==> src/rtl/uart_rx_core.sv <==
// uart_rx_core: oversampling UART receiver. Recovers start, DATA_WIDTH data bits (LSB first),
// optional even/odd parity and one stop bit, using a 3-sample majority vote at mid-bit.
module uart_rx_core #(
   parameter int DATA_WIDTH = 8,
   parameter int PRESC_W    = 6
) (
   input  logic                  CLK,
   input  logic                  RST,
   input  logic                  RX_IN,
   input  logic [PRESC_W-1:0]    Prescale,
   input  logic                  PAR_EN,
   input  logic                  PAR_TYP,
   output logic [DATA_WIDTH-1:0] P_DATA,
   output logic                  Data_Valid,
   output logic                  Parity_Error,
   output logic                  Stop_Error
);

   localparam int BIT_CNT_W = (DATA_WIDTH > 1) ? $clog2(DATA_WIDTH) : 1;
   localparam logic [BIT_CNT_W-1:0] LAST_BIT = BIT_CNT_W'(DATA_WIDTH - 1);
   localparam logic [BIT_CNT_W-1:0] BIT_ONE  = BIT_CNT_W'(1);
   localparam logic [PRESC_W-1:0]   P_ONE    = PRESC_W'(1);

   typedef enum logic [2:0] {
      IDLE   = 3'd0,
      START  = 3'd1,
      DATA   = 3'd2,
      PARITY = 3'd3,
      STOP   = 3'd4
   } state_t;

   state_t                 state_q;
   state_t                 state_d;

   logic [PRESC_W-1:0]     presc_q;
   logic                   par_en_q;
   logic                   par_typ_q;
   logic [PRESC_W-1:0]     edge_cnt;
   logic [BIT_CNT_W-1:0]   bit_cnt;
   logic [2:0]             samples;
   logic [DATA_WIDTH-1:0]  shift_q;

   logic [PRESC_W-1:0]     half;
   logic [PRESC_W-1:0]     samp_lo;
   logic [PRESC_W-1:0]     samp_hi;
   logic [PRESC_W-1:0]     last_edge;
   logic                   bit_end;
   logic                   vote;
   logic                   par_expected;

   // Sample points and bit boundary derive from the Prescale captured at frame start, so any
   // value (even an illegal one) gives a bounded bit time and the FSM always gets back to IDLE.
   assign half         = presc_q >> 1;
   assign samp_lo      = half - P_ONE;
   assign samp_hi      = half + P_ONE;
   assign last_edge    = presc_q - P_ONE;
   assign bit_end      = (edge_cnt == last_edge);
   assign vote         = (samples[0] & samples[1]) | (samples[0] & samples[2]) |
                         (samples[1] & samples[2]);
   assign par_expected = (^shift_q) ^ par_typ_q;

   always_ff @(posedge CLK or negedge RST) begin
      if (!RST) begin
         state_q <= IDLE;
      end else begin
         state_q <= state_d;
      end
   end

   always_comb begin
      state_d = state_q;
      case (state_q)
         IDLE: begin
            if (!RX_IN) begin
               state_d = START;
            end
         end
         START: begin
            if (bit_end) begin
               state_d = vote ? IDLE : DATA;
            end
         end
         DATA: begin
            if (bit_end && (bit_cnt == LAST_BIT)) begin
               state_d = par_en_q ? PARITY : STOP;
            end
         end
         PARITY: begin
            if (bit_end) begin
               state_d = STOP;
            end
         end
         STOP: begin
            if (bit_end) begin
               state_d = IDLE;
            end
         end
         default: begin
            state_d = IDLE;
         end
      endcase
   end

   // Frame configuration is captured on the same edge that leaves IDLE.
   always_ff @(posedge CLK or negedge RST) begin
      if (!RST) begin
         presc_q   <= '0;
         par_en_q  <= 1'b0;
         par_typ_q <= 1'b0;
         edge_cnt  <= '0;
         bit_cnt   <= '0;
         samples   <= '0;
         shift_q   <= '0;
      end else if (state_q == IDLE) begin
         edge_cnt <= '0;
         bit_cnt  <= '0;
         samples  <= '0;
         if (!RX_IN) begin
            presc_q   <= Prescale;
            par_en_q  <= PAR_EN;
            par_typ_q <= PAR_TYP;
         end
      end else begin
         if (bit_end) begin
            edge_cnt <= '0;
         end else begin
            edge_cnt <= edge_cnt + P_ONE;
         end
         if (edge_cnt == samp_lo) begin
            samples[0] <= RX_IN;
         end
         if (edge_cnt == half) begin
            samples[1] <= RX_IN;
         end
         if (edge_cnt == samp_hi) begin
            samples[2] <= RX_IN;
         end
         if ((state_q == DATA) && bit_end) begin
            shift_q <= {vote, shift_q[DATA_WIDTH-1:1]};
            bit_cnt <= (bit_cnt == LAST_BIT) ? '0 : bit_cnt + BIT_ONE;
         end
      end
   end

   // Error flags hold until the next start bit; P_DATA only moves on an error-free frame.
   always_ff @(posedge CLK or negedge RST) begin
      if (!RST) begin
         P_DATA       <= '0;
         Data_Valid   <= 1'b0;
         Parity_Error <= 1'b0;
         Stop_Error   <= 1'b0;
      end else begin
         Data_Valid <= 1'b0;
         case (state_q)
            IDLE: begin
               if (!RX_IN) begin
                  Parity_Error <= 1'b0;
                  Stop_Error   <= 1'b0;
               end
            end
            PARITY: begin
               if (bit_end && (vote != par_expected)) begin
                  Parity_Error <= 1'b1;
               end
            end
            STOP: begin
               if (bit_end) begin
                  if (!vote) begin
                     Stop_Error <= 1'b1;
                  end else if (!Parity_Error) begin
                     P_DATA     <= shift_q;
                     Data_Valid <= 1'b1;
                  end
               end
            end
            default: begin
            end
         endcase
      end
   end

endmodule

==> config.mk <==
export PLATFORM = sky130hd
export DESIGN_NAME = uart_rx_core
export DESIGN_NICKNAME = d
export VERILOG_FILES = /design/src/rtl/uart_rx_core.sv
export SDC_FILE = /design/constraint.sdc
export NUM_CORES = 1
export LEC_CHECK = 0
export CAP_MARGIN = 15
export CORE_AREA = 2 2 73 75
export DETAILED_ROUTE_END_ITERATION = 8
export DIE_AREA = 0 0 75 77
export PLACE_DENSITY = 0.69
export SYNTH_ARGS = -nofsm -noshare
export SYNTH_HDL_FRONTEND = slang
export SYNTH_SLANG_ARGS = --single-unit
export TNS_END_PERCENT = 30
==> constraint.sdc <==
create_clock -name CLK -period 5.5 [get_ports CLK]
set_input_delay 0.55 -clock CLK [delete_from_list [all_inputs] [get_ports CLK]]
set_output_delay 0.55 -clock CLK [all_outputs]
set_load 0.1 [all_outputs]
==> qor.csv <==
metric,value,unit
Avg Inst Size Synth,10.7,um^2
Post-Syn Instances,224,
Seq cells post-synth,42,
# rows,26,
"Clk Latency, worst-skew pair",0.29,ns
Num Clock Sinks,42,
Synth Net Count,242,
PortBufs,21,
initial antenna violation count,0,
FILL cells,422,
clk_skew,0.00865,ns
Startpoint Class,register,
GRT Residual Overflow,0,
pwr/cell area,479,nW/um^2
die width,75,um
vias post-DR,1709,
share of cells above drive strength 1,14.4,%
Post-synth EDFFs,0,
asr flop ratio synth,100,%
Hold Path Class,in -> async,
CTS tree,done,
Max-Cap Viols,0,
largest net degree at the start of global routing,43,
Worst Path Required,5.68,ns
Yosys Warn Count,0,
drt pass-1 iters,4,
Antenna Nets Post-Route,0,
DP HPWL,3.36,mm
H-tree lvl count,2,
Initial Util,48.0,%
RSZ-0062 raised after global routing,no,
fin nets,260,
Final Routed Wirelength,4.80,mm
library cells used by synthesis,45,
P_leak,1.22,nW
crit end category,register,
crit path DAT,2.96,ns
die area,5780,um^2
Area growth syn-to-layout,14.8,%
Initial DRC Count,136,
Crit-path slowest cell,nor4_4,
fin crit share,50.5,%
vias in the first global route,1690,
"commonest non-fill, non-tap cells in the layout","dfrtp_1 (42), mux2_2 (20), clkdlybuf4s50_1 (20), nand2_1 (18), xnor2_1 (16)",
"Hold Vio Cnt, Final",0,
max incr delay on CP,0.66,ns
via/cell ratio,5.46,
fin crit period,2.78,ns
crit-path max FO,9,
diode count,0,
core area,4980,um^2
CTS Buf Count,5,
Tot GR Track Use,18.5,%
Worst-path clk slew,0.08,ns
I/O Pins,22,
DIE HEIGHT,77,um
routed len/inst,15.3,um
relative slew slack,34.3,%
CTS resizes,0,
# hold bufs at CTS,0,
VDD IR max,282,uV
"commonest non-fill, non-tap cell in the layout",dfrtp_1,
Slew @ Worst Pin,0.983,ns
sequential fraction of the synthesis area,44.0,%
DRC,0,
Post-Syn Area,2390,um^2
Max Slew Vio Count,0,
clk buf depth,2,
Tot Pwr,1.31,mW
root buffer cell,clkbuf_8,
GP Congestion,0.807,
dominant synthesized flop cell,dfrtp_1,
Final TNS setup,0,ns
critical path class,reg -> reg,
status,"finished, final reports clean",
Post-CTS Setup Inserts,0,
CP Cell Sequence,"inv_1, ha_1, a21boi_0, xnor2_1, o2111ai_1, nor4_4, mux2_2",
Fmax,0.360,GHz
endpoints failing setup,0,
global-route wire length before repair,8.27,mm
## metrics by stage
step | instances | util [%] | cell area, um^2 | setup slack, ns | hold WS, ns
after floorplan | 224 | - | 2390 | 3.06 | 0.254
after global placement | 305 | 52.8 | 2630 | 2.82 | 0.491
after detailed placement | 305 | 52.8 | 2630 | 2.75 | 0.495
after CTS | 313 | 55.1 | 2740 | 2.73 | 0.429
after global routing | 313 | 55.1 | 2740 | 2.51 | 0.484
final | 313 | 55.1 | 2740 | 2.72 | 0.390
## state kept, by name (all words and copies together) (netlist names)
register / cells
P_DATA: 8
Data_Valid: 1
samples: 3
par_en_q: 1
shift_q: 8
Stop_Error: 1
edge_cnt: 6
state_q: 3
bit_cnt: 3
presc_q: 6
Parity_Error: 1
par_typ_q: 1
## critical path: cells and delay by family, from the launching register on
kind,cells,cell delay [ns]
AO/OA/AOI/OAI,2,0.51
XOR/XNOR,1,0.18
adder cells (fa/ha/maj),1,0.27
buffers and inverters,1,0.15
flip-flops,1,0.50
multiplexers,1,0.41
AND/OR/NAND/NOR,1,0.66
## power by group
group          leakage (nW)  switching (mW)  internal, mW
Combinational         0.613           0.318         0.253
Sequential            0.560           0.129         0.373
Clock                0.0514           0.104         0.135
Total                  1.22           0.550         0.762
## layer usage
metal  track usage, %  vias up  routed length [um]
li1                 -      834                   -
met1             29.8      825                2480
met2             25.2       44                2060
met3             2.89        6                 213
met4             5.36        0                  52
met5                0        -                   0
## synthesized netlist by cell type, types with 2 or more instances
cell type / n / area (um^2)
a21o_1: 2 / 15.0
a21oi_1: 8 / 40.0
a221o_1: 3 / 30.0
a22o_1: 2 / 17.5
a31oi_1: 4 / 25.0
and3_1: 4 / 25.0
buf_2: 4 / 20.0
clkbuf_1: 5 / 18.8
dfrtp_1: 42 / 1050
ha_1: 7 / 87.6
inv_1: 4 / 15.0
mux2_2: 20 / 225
mux2i_1: 4 / 40.0
nand2_1: 18 / 67.6
nand2b_1: 8 / 50.1
nand3_1: 3 / 15.0
nor2_1: 12 / 45.0
nor3_1: 10 / 50.1
nor3b_1: 2 / 15.0
nor4b_1: 3 / 26.3
o2111ai_1: 2 / 17.5
o211ai_1: 2 / 15.0
o21ai_0: 8 / 40.0
or2_2: 2 / 12.5
or3_1: 2 / 12.5
xnor2_1: 16 / 140
xor2_1: 9 / 78.8
## cells by family after synthesis
group / after synthesis / synth area share, %
buf+inv: 14 / 2.73
xor+xnor: 26 / 10.1
fa+ha+maj: 8 / 4.09
flops: 42 / 44.0
compound gates: 38 / 11.0
mux: 24 / 11.1
simple gates: 72 / 17.0
## final timing paths
kind	cells after the start	slack, ns	end	from
hold reg to reg	1	0.51	P_DATA[5]$_DFFE_PN0P_	P_DATA[5]$_DFFE_PN0P_
setup reg to reg	7	2.72	P_DATA[0]$_DFFE_PN0P_	presc_q[2]$_DFFE_PN0P_
hold / removal	1	0.39	presc_q[0]$_DFFE_PN0P_	RST
max in group asynchronous	1	4.54	state_q[0]$_DFFE_PN0P_	RST
min in group CLK	1	0.51	P_DATA[5]$_DFFE_PN0P_	P_DATA[5]$_DFFE_PN0P_
setup / recovery	7	2.72	P_DATA[0]$_DFFE_PN0P_	presc_q[2]$_DFFE_PN0P_
## layout make-up
type	instances	area, um^2	share of cell area (%)
clock buffer	6	72.6	2.65
clock inverter	2	37.5	1.37
inverter	4	15.0	0.548
multi-input combinational	168	1270	46.4
sequential	42	1050	38.4
tap	70	87.6	3.20
timing repair buffer	21	205	7.49
No activity file was read; power rests on OpenSTA's default activity.
